[config.mk]
export PLATFORM = sky130hd
export DESIGN_NAME = figure_ctl
export DESIGN_NICKNAME = d
export VERILOG_FILES = /design/src/rtl/figure_pkg.sv /design/src/rtl/btn_sync.sv /design/src/rtl/figure_ctl.sv
export SDC_FILE = /design/constraint.sdc
export NUM_CORES = 1
export LEC_CHECK = 0
export CAP_MARGIN = 30
export CORE_UTILIZATION = 58
export DETAILED_ROUTE_END_ITERATION = 8
export DONT_BUFFER_PORTS = 1
export PLACE_DENSITY = 0.86
export SYNTH_ARGS = -nofsm -noshare
export SYNTH_HDL_FRONTEND = slang
export SYNTH_SLANG_ARGS = --single-unit
[constraint.sdc]
create_clock -name clk -period 2.1 [get_ports clk]
set_input_delay 0.42 -clock clk [delete_from_list [all_inputs] [get_ports clk]]
set_output_delay 0.42 -clock clk [all_outputs]
set_load 0.01 [all_outputs]
[src/rtl/figure_pkg.sv]
// figure_pkg -- shared definitions for the figure controller.
//   figure_state_t : controller state (IDLE, STAND, RISE, FALL)
//   SPRITE_W/H, SCALE : sprite geometry (26x26 source pixels drawn at 2x)
//   SCREEN_W/H : visible screen size in pixels
//   POS_W : width of the position registers fed to the sprite drawer
package figure_pkg;

    typedef enum logic [1:0] {
        ST_IDLE  = 2'd0,
        ST_STAND = 2'd1,
        ST_RISE  = 2'd2,
        ST_FALL  = 2'd3
    } figure_state_t;

    localparam int SPRITE_W = 26;
    localparam int SPRITE_H = 26;
    localparam int SCALE    = 2;
    localparam int SCREEN_W = 1024;
    localparam int SCREEN_H = 768;
    localparam int POS_W    = 12;

endpackage

[src/rtl/btn_sync.sv]
// btn_sync -- two-flop synchronizer for asynchronous level inputs.
//   clk      : destination clock
//   rst_n    : asynchronous active-low reset, clears both flop stages
//   async_in : WIDTH asynchronous level signals
//   sync_out : the same signals, two clk edges later, safe to use in clk domain
module btn_sync #(
    parameter int WIDTH = 1
) (
    input  logic             clk,
    input  logic             rst_n,
    input  logic [WIDTH-1:0] async_in,
    output logic [WIDTH-1:0] sync_out
);

    logic [WIDTH-1:0] meta_q;
    logic [WIDTH-1:0] meta_d;
    logic [WIDTH-1:0] sync_q;
    logic [WIDTH-1:0] sync_d;

    always_comb begin
        meta_d = async_in;
        sync_d = meta_q;
    end

    // One independent two-stage chain per bit; bits are never combined
    // before the second stage, so no cross-bit skew assumptions are made.
    for (genvar gi = 0; gi < WIDTH; gi++) begin : g_chain
        always_ff @(posedge clk or negedge rst_n) begin
            if (!rst_n) begin
                meta_q[gi] <= 1'b0;
                sync_q[gi] <= 1'b0;
            end else begin
                meta_q[gi] <= meta_d[gi];
                sync_q[gi] <= sync_d[gi];
            end
        end
    end

    assign sync_out = sync_q;

endmodule

[src/rtl/figure_ctl.sv]
// figure_ctl -- movement controller for the player figure sprite.
// Advances one step per frame: walks left/right, jumps (fixed-length rise
// followed by a fall until a platform is hit) and returns to the spawn
// point whenever the game is not running.
// Build option: define FIGURE_CTL_SCREEN_WRAP_EN to make the figure wrap
// around the horizontal screen edges instead of stopping at them.
// Ports:
//   clk, rst_n         : clock, asynchronous active-low reset
//   frame_tick         : one-cycle pulse per frame; state moves only then
//   btn_left/right/jump: asynchronous level buttons (synchronized inside)
//   on_ground          : platform below the figure, valid at frame_tick
//   start_game         : level, game running
//   rect_posx/posy     : registered top-left position of the figure
//   airborne           : registered, high while rising or falling
module figure_ctl
    import figure_pkg::*;
#(
    parameter int X_START     = 100,
    parameter int Y_START     = 600,
    parameter int X_MAX       = SCREEN_W - SPRITE_W * SCALE,
    parameter int Y_MAX       = SCREEN_H - SPRITE_H * SCALE,
    parameter int STEP_X      = 4,
    parameter int STEP_Y      = 6,
    parameter int JUMP_FRAMES = 16
) (
    input  logic              clk,
    input  logic              rst_n,
    input  logic              frame_tick,
    input  logic              btn_left,
    input  logic              btn_right,
    input  logic              btn_jump,
    input  logic              on_ground,
    input  logic              start_game,
    output logic [POS_W-1:0]  rect_posx,
    output logic [POS_W-1:0]  rect_posy,
    output logic              airborne
);

    localparam int CNT_W = (JUMP_FRAMES > 1) ? $clog2(JUMP_FRAMES) : 1;

    localparam logic [POS_W-1:0] X_SPAWN   = POS_W'(X_START);
    localparam logic [POS_W-1:0] Y_SPAWN   = POS_W'(Y_START);
    localparam logic [POS_W-1:0] X_LIMIT   = POS_W'(X_MAX);
    localparam logic [POS_W-1:0] Y_LIMIT   = POS_W'(Y_MAX);
    localparam logic [CNT_W-1:0] CNT_LOAD  = CNT_W'(JUMP_FRAMES - 1);

    // ---------------- button synchronization ----------------
    logic [2:0] btn_raw;
    logic [2:0] btn_s;
    logic       left_s;
    logic       right_s;
    logic       jump_s;

    assign btn_raw = {btn_jump, btn_right, btn_left};

    btn_sync #(
        .WIDTH (3)
    ) u_btn_sync (
        .clk      (clk),
        .rst_n    (rst_n),
        .async_in (btn_raw),
        .sync_out (btn_s)
    );

    assign left_s  = btn_s[0];
    assign right_s = btn_s[1];
    assign jump_s  = btn_s[2];

    // ---------------- state ----------------
    figure_state_t    state_q, state_d;
    logic [POS_W-1:0] x_q, x_d;
    logic [POS_W-1:0] y_q, y_d;
    logic [CNT_W-1:0] cnt_q, cnt_d;
    logic             airborne_q, airborne_d;

    // ---------------- horizontal step ----------------
    // One extra bit on the intermediates so an underflow shows up as bit 12
    // and an overflow past X_MAX can be compared without truncation.
    logic [POS_W:0]   x_left_w;
    logic [POS_W:0]   x_right_w;
    logic [POS_W-1:0] x_step;

    always_comb begin
        x_left_w  = {1'b0, x_q} - (POS_W+1)'(STEP_X);
        x_right_w = {1'b0, x_q} + (POS_W+1)'(STEP_X);
        x_step    = x_q;
        if (left_s && !right_s) begin
            if (x_left_w[POS_W]) begin
`ifdef FIGURE_CTL_SCREEN_WRAP_EN
                x_step = X_LIMIT;
`else
                x_step = '0;
`endif
            end else begin
                x_step = x_left_w[POS_W-1:0];
            end
        end else if (right_s && !left_s) begin
            if (x_right_w > (POS_W+1)'(X_MAX)) begin
`ifdef FIGURE_CTL_SCREEN_WRAP_EN
                x_step = '0;
`else
                x_step = X_LIMIT;
`endif
            end else begin
                x_step = x_right_w[POS_W-1:0];
            end
        end
    end

    // ---------------- vertical step (always saturating) ----------------
    logic [POS_W:0]   y_down_w;
    logic [POS_W-1:0] y_up;
    logic [POS_W-1:0] y_down;

    always_comb begin
        y_down_w = {1'b0, y_q} + (POS_W+1)'(STEP_Y);
        y_up     = (y_q < POS_W'(STEP_Y)) ? '0 : (y_q - POS_W'(STEP_Y));
        y_down   = (y_down_w > (POS_W+1)'(Y_MAX)) ? Y_LIMIT : y_down_w[POS_W-1:0];
    end

    // ---------------- next state ----------------
    always_comb begin
        state_d = state_q;
        x_d     = x_q;
        y_d     = y_q;
        cnt_d   = cnt_q;

        if (frame_tick) begin
            if (!start_game) begin
                state_d = ST_IDLE;
                x_d     = X_SPAWN;
                y_d     = Y_SPAWN;
                cnt_d   = '0;
            end else begin
                case (state_q)
                    ST_IDLE: begin
                        state_d = ST_STAND;
                    end
                    ST_STAND: begin
                        x_d = x_step;
                        // The transition frame itself does not move Y, so the
                        // counter covers exactly JUMP_FRAMES rising steps.
                        if (jump_s) begin
                            state_d = ST_RISE;
                            cnt_d   = CNT_LOAD;
                        end else if (!on_ground) begin
                            state_d = ST_FALL;
                        end
                    end
                    ST_RISE: begin
                        x_d = x_step;
                        y_d = y_up;
                        if (cnt_q == '0) begin
                            state_d = ST_FALL;
                        end else begin
                            cnt_d = cnt_q - 1'b1;
                        end
                    end
                    ST_FALL: begin
                        x_d = x_step;
                        if (on_ground) begin
                            state_d = ST_STAND;
                        end else begin
                            y_d = y_down;
                        end
                    end
                    default: begin
                        state_d = ST_IDLE;
                    end
                endcase
            end
        end

        airborne_d = (state_d == ST_RISE) || (state_d == ST_FALL);
    end

    always_ff @(posedge clk or negedge rst_n) begin
        if (!rst_n) begin
            state_q    <= ST_IDLE;
            x_q        <= X_SPAWN;
            y_q        <= Y_SPAWN;
            cnt_q      <= '0;
            airborne_q <= 1'b0;
        end else begin
            state_q    <= state_d;
            x_q        <= x_d;
            y_q        <= y_d;
            cnt_q      <= cnt_d;
            airborne_q <= airborne_d;
        end
    end

    assign rect_posx = x_q;
    assign rect_posy = y_q;
    assign airborne  = airborne_q;

endmodule

==> flow_summary.yaml, run 1 <==
outcome:
  status: "finished with violations"
  violations: "negative setup slack"
critical_path:
  cp.arrival_ns: 2.58
  r2r_start: "rect_posy[1]"
  worstReg2RegEnd: "rect_posy[8]"
  crit_start: "rect_posy[1]"
  cp.required_ns: 2.29
  critPathLaunchType: "flip-flop"
  criticalPathCategory: "flip-flop to flip-flop"
  cp_max_fo: 5
  end_kind: "flip-flop"
  r2r_cells: 10
  ff2ff_setup_slack_ns: -0.29
synth:
  syn_area_mm2: 0.002641
  synthArstFlopShare: 1.000
  synth.distinct_cells: 62
  synth_edf_count: 0
  synthCells: 337
  avgSynthCellArea_um2: 7.838
  ys_seq_area_frac: 0.3254
  yosys_warnings: 0
  synth_top_area_frac: 0.2558
  yosys-top-cells-area: "dfrtp_1 (26%), dfstp_2 (7.0%), o21ai_0 (6.1%), nand2_1 (4.5%), nor2_1 (4.3%)"
  synth_area_leader_cell: "dfrtp_1"
  ys.flop_type: "dfrtp_1"
  ys_ff_latch: 34
drt:
  drt_iter0_markers: 582
  route.met2.wl_um: 4660
  dr.pass1.iters: 9
  wl_um: 10830
  met3_length_um: 1472
  met1Wirelength_um: 3988
  vias_per_cell: 7.531
  drc: 0
  maxUsedRoutingLayer: "met4"
  ant_nets: 0
  avgRoutedWirePerCell_um: 23.96
  num_vias: 3404
floorplan:
  initial_core_util: 0.6066
  dieArea_mm2: 0.004827
  fp.dieW_um: 69.48
  fp.dieH_um: 69.48
  core_mm2: 0.004354
  core.rowCount: 24
  io-pin-count: 33
worst_hold_path:
  min_from: "btn_left"
  hold_path_class: "input pin to flip-flop"
  hold_depth: 0
  worstHoldEndpoint: "u_btn_sync.meta_q[0]"
timing:
  worstMarginPinSlew_ns: 0.7221
  rsz0062_at_grt: "true"
  period_minus_slack_ns: 2.393
  setup_slack_ns: -0.2929
  finalHoldViolCount: 0
  finalCritPeriodShare: 1.139
  relSlewSlack: 0.5149
  skew_ns: 0.01231
  max_clock_freq_mhz: 417.9
  finalSetupViolations: 19
  finalMaxSlewViolations: 0
  fin_hold_ws_ns: 0.1491
  fin_setup_tns_ns: -3.122
clock_tree:
  cts_sinks: 34
  htreeDepth: 2
  cts_buffer_depth: 2
  cts_tree: "yes"
  path_clk_slew_ns: 0.09
  numCtsBuffers: 5
  worstSkewPairLatency_ns: 0.30
  cts_root_buf: "clkbuf_8"
power:
  ir_drop_uv: 566.2
  p_leak_uw: 0.001475
  swShare: 0.4077
  combPwrFrac: 0.443
  power_density_mw_per_mm2: 673.8
  seqPwrFrac: 0.338
  p_int_uw: 1469
  p_sw_uw: 1012
  clockPowerShare: 0.219
cells_and_area:
  fillCellCount: 233
  final_nets: 412
  regArea_um2: 862.1
  final_layout_size_suffix_gt1_frac: 0.3835
  area_growth_pct: 39.41
  multi_input_area_mm2: 0.001977
  post-route-util: 0.8457
grt:
  grt_pass1_vias: 2902
  grtUsageTotal: 0.3513
  grt_pass1_wl_um: 13630
  antenna_found_initial: 0
  grt_overflow: 0
  grt_max_degree: 35
placed_design:
  dpl.hpwl_um: 5616
  place_congestion: 1.009
  port-buffer-count: 0
run:
  max_cap_violations: 0
[power by group through the flow]
| stage | Sequential [uW] | Combinational [uW] | Clock (uW) |
|---|---|---|---|
| 6_report | 838 | 1100 | 544 |
| 5_1_grt | 848 | 1150 | 571 |
| 4_1_cts | 825 | 855 | 534 |
| 3_5_place_dp | 831 | 776 | 0 |
| 3_3_place_gp | 827 | 749 | 0 |
| 2_1_floorplan | 813 | 500 | 0 |
[sequential cells by signal, summed over array words and instances, names as in the netlist]
register	count
rect_posx	10
u_btn_sync.meta_q	3
state_q	2
airborne	1
u_btn_sync.sync_out	3
cnt_q	4
rect_posy	11
[cells in the final DEF (no fill, tap or decap), drive strengths merged, types with 6 or more instances in the layout]
cell type / instances
buf: 75
nand2: 33
o21ai: 32
nor2: 30
dfrtp: 27
nand3: 20
a21oi: 17
inv: 16
nor3: 12
a31oi: 9
nand2b: 7
dfstp: 7
a211oi: 7
clkbuf: 6
ha: 6
[worst max-delay path by stage]
stage / slack (ns) / cells after the start / end
2_1_floorplan: -0.13 / 9 / rect_posy[8]
3_3_place_gp: -0.09 / 7 / rect_posy[7]
3_5_place_dp: -0.26 / 9 / rect_posy[7]
4_1_cts: -0.19 / 9 / rect_posy[7]
5_1_grt: -0.32 / 8 / rect_posy[8]
6_report: -0.29 / 10 / rect_posy[8]
[repair_timing]
action                     in CTS  in global routing
resized for setup              24                 54
hold endpoints to repair       34                  0
hold buffers                    2                  0
gates cloned                    0                  0
setup buffers                   6                 11
pin swaps                      13                 31
setup endpoints to repair      16                 21
[worst max-delay path, cell delays in order, from the launching register on]
cell and delay, ns:
dfrtp_1 0.42, inv_2 0.07, ha_4 0.17, buf_4 0.14
buf_4 0.14, nor4_1 0.31, a31oi_2 0.12, a221oi_4 0.29
a211oi_4 0.13, o21a_1 0.23, a32o_1 0.25
[kinds of logic after synthesis]
| logic type | after synthesis | share of synthesized area |
|---|---|---|
| compound gates | 105 | 0.2714 |
| xor+xnor | 9 | 0.02984 |
| fa+ha+maj | 6 | 0.02842 |
| buf+inv | 40 | 0.06869 |
| flops | 34 | 0.3254 |
| mux | 3 | 0.01137 |
| other cells | 1 | 0.001420 |
| simple gates | 139 | 0.2634 |
[cell usage after synthesis, types with 6 or more instances]
library cell   n
a211oi_1       6
nand2_1       32
dfstp_2        7
a31oi_1        9
o21ai_0       32
dfrtp_1       27
nor3_1        12
clkbuf_1      10
a21oi_1       17
nor2_1        30
nand3_1       20
ha_1           6
buf_2          9
nand2b_1       7
inv_1         16
[final cells by class]
cell class / count / area share
Multi-Input combinational cell: 265 / 0.5369
Sequential cell: 34 / 0.2341
Timing Repair Buffer: 76 / 0.1685
Clock buffer: 6 / 0.02243
Tap cell: 52 / 0.01767
Inverter: 16 / 0.01631
Clock inverter: 2 / 0.003398
Antenna cell: 1 / 0.0006796
[stage by stage]
stage          setup slack, ns  cell area (um2)  instances  power [uW]
6_report               -0.2929             3682        452        2481
5_1_grt                -0.3201             3680        451        2573
4_1_cts                -0.1942             3324        440        2214
3_5_place_dp           -0.2551             3042        424        1607
3_3_place_gp          -0.09367             3042        424        1576
2_1_floorplan          -0.1285             2670        339        1313
[metal layers]
metal | track usage | up-vias
met1 | 0.4532 | 1565
met3 | 0.09302 | 110
li1 | - | 1360
met2 | 0.5458 | 369
met5 | 0 | -
met4 | 0.1701 | 0
Note: power is estimated with default switching activity, not from simulation.
==> run 2: changes to the inputs <==
CORE_MARGIN = 2   (was unset)
==> run 2 against run 1 <==
  * The flow still finishes with violations (negative setup slack)
  * Worst hold slack is essentially flat
  * Worst setup slack better by 0.19 ns
  * Wire length is 22% lower
  * Critical path depth is 2 lower
  * Die area up 5.8%
  * Critical path type unchanged
  * Largest cell class unchanged
==> flow_summary.yaml, run 2 (synthesis gave the netlist of run 1 again) <==
cells_and_area:
  diodes: 0
  final_nets: 399
  final_common_cell: "buf_4"
  fin_cells: 438
  fillCellCount: 268
  layout_common_cells: "buf_4 (57), nand2_1 (31), nor2_1 (27)"
  final_layout_size_suffix_gt1_frac: 0.3368
  largest_register_ff_count: 11
  area_growth_pct: 29.80
power:
  seqPwrFrac: 0.368
  ir_drop_uv: 614.6
  power_density_mw_per_mm2: 661.8
  p_leak_uw: 0.001392
  p_int_uw: 1406
  p_sw_uw: 863.2
  swShare: 0.3805
  combPwrFrac: 0.402
  clockPowerShare: 0.230
  finalPower_uw: 2269
drt:
  drc: 0
  dr.pass1.iters: 8
  drt_iter0_markers: 432
  num_vias: 3047
  avgRoutedWirePerCell_um: 19.29
  wl_um: 8449
  ant_nets: 0
  vias_per_cell: 6.957
critical_path:
  crit_start: "rect_posx[2]"
  crit_path_end: "rect_posx[4]"
  cp.arrival_ns: 2.41
  slowest_stage: "dfstp_2"
  worstReg2RegEnd: "rect_posx[4]"
  critical-path-max-stage-delay_ns: 0.59
  cpLargestDelayFamily: "flip-flops"
  worstPathCellList: "ha_4 > nand3_4 > nor3_4 > mux2i_2 > o31ai_4 > buf_12 > a211o_1 > o211ai_1"
  r2r_cells: 8
  path_depth: 8
  ff2ff_setup_slack_ns: -0.1
  critPathLaunchType: "flip-flop"
  crit_buf_inv: 1
  criticalPathCategory: "flip-flop to flip-flop"
  r2r_start: "rect_posx[2]"
  cp_max_fo: 7
  cp.required_ns: 2.32
  end_kind: "flip-flop"
floorplan:
  io-pin-count: 33
  fp.dieH_um: 71.48
  core.rowCount: 24
  fp.dieW_um: 71.48
  dieArea_mm2: 0.005109
  initial_core_util: 0.6025
  core_mm2: 0.004384
timing:
  worstMarginPinSlew_ns: 0.6726
  setup_slack_ns: -0.09911
  finalCritPeriodShare: 1.047
  fin_hold_ws_ns: 0.1489
  finalSetupViolations: 13
  relSlewSlack: 0.5507
  finalMaxSlewViolations: 0
  max_clock_freq_mhz: 454.7
  skew_ns: 0.009069
  period_minus_slack_ns: 2.199
  finalHoldViolCount: 0
  rsz0062_at_grt: "true"
clock_tree:
  cts_buffer_depth: 2
  path_clk_slew_ns: 0.08
  cts_root_buf: "clkbuf_8"
  cts_sinks: 34
  cts_tree: "yes"
  worstSkewPairLatency_ns: 0.30
  htreeDepth: 2
  numCtsBuffers: 5
grt:
  grt_max_degree: 35
  grt_pass1_wl_um: 12850
  grtUsageTotal: 0.3167
  grt_overflow: 0
  grt_pass1_vias: 2649
  antenna_found_initial: 0
placed_design:
  place_congestion: 0.9171
  dpl.hpwl_um: 5278
  dpl.cell_count: 421
  port-buffer-count: 0
run:
  max_cap_violations: 0
outcome:
  violations: "negative setup slack"
  status: "finished with violations"
worst_hold_path:
  hold_path_class: "input pin to flip-flop"
-- run 2: layout make-up --
type                       instances  area [um2]  area share
multi-input combinational        265        1834      0.5350
tap                               52       65.06     0.01898
inverter                          16       60.06     0.01752
clock inverter                     2       12.51    0.003650
timing repair buffer              63       511.7      0.1493
clock buffer                       6       82.58     0.02409
sequential                        34       862.1      0.2515
-- run 2: metal layers --
layer	vias up	wire [um]	global-route usage
li1	1332	-	-
met3	56	954	0.09705
met4	0	344	0.1342
met2	232	3821	0.4753
met5	-	0	0
met1	1427	3329	0.4250
-- run 2: how the worst min path moves through the flow --
stage	endpoint	startpoint	cells after the start	slack (ns)
final	u_btn_sync.meta_q[1]	btn_right	0	0.15
after global routing	u_btn_sync.meta_q[2]	btn_jump	0	0.13
after CTS	u_btn_sync.meta_q[1]	btn_right	0	0.14
after detailed placement	rect_posx[9]	rst_n	0	0.13
after global placement	rect_posx[8]	rst_n	0	0.13
after floorplan	airborne	rst_n	0	0.12
-- run 2: power groups by stage --
stage / registers (uW) / logic (uW) / clock network (uW)
2_1_floorplan: 813 / 500 / 0
3_3_place_gp: 830 / 731 / 0
3_5_place_dp: 834 / 751 / 0
4_1_cts: 828 / 821 / 525
5_1_grt: 846 / 980 / 562
6_report: 835 / 912 / 522
-- run 2: through the flow --
stage	setup slack, ns	setup TNS, ns	cell area (um2)	utilization
3_3_place_gp	-0.1425	-0.3991	3019	0.6886
4_1_cts	-0.06172	-0.1721	3248	0.7409
5_1_grt	-0.1890	-1.751	3428	0.7820
2_1_floorplan	-0.1285	-0.2050	2670	-
6_report	-0.09911	-0.6894	3428	0.7820
3_5_place_dp	-0.1187	-0.8545	3019	0.6886
-- run 2: what timing repair did --
item / CTS / global route
setup endpoints to repair: 14 / 19
hold buffers: 2 / 0
pin swaps: 7 / 25
setup buffers: 3 / 4
gates cloned: 0 / 0
endpoints found under the hold margin: 34 / 0
resized for setup: 19 / 34
-- run 2: worst register-to-register path, delay by kind of cell (launching register included) --
family / cells / cell delay [ns]
AOI/OAI and AO/OA: 3 / 0.55
buffers and inverters: 1 / 0.17
and+or+nand+nor: 2 / 0.28
adders and majority gates: 1 / 0.17
DFF: 1 / 0.59
muxes: 1 / 0.36
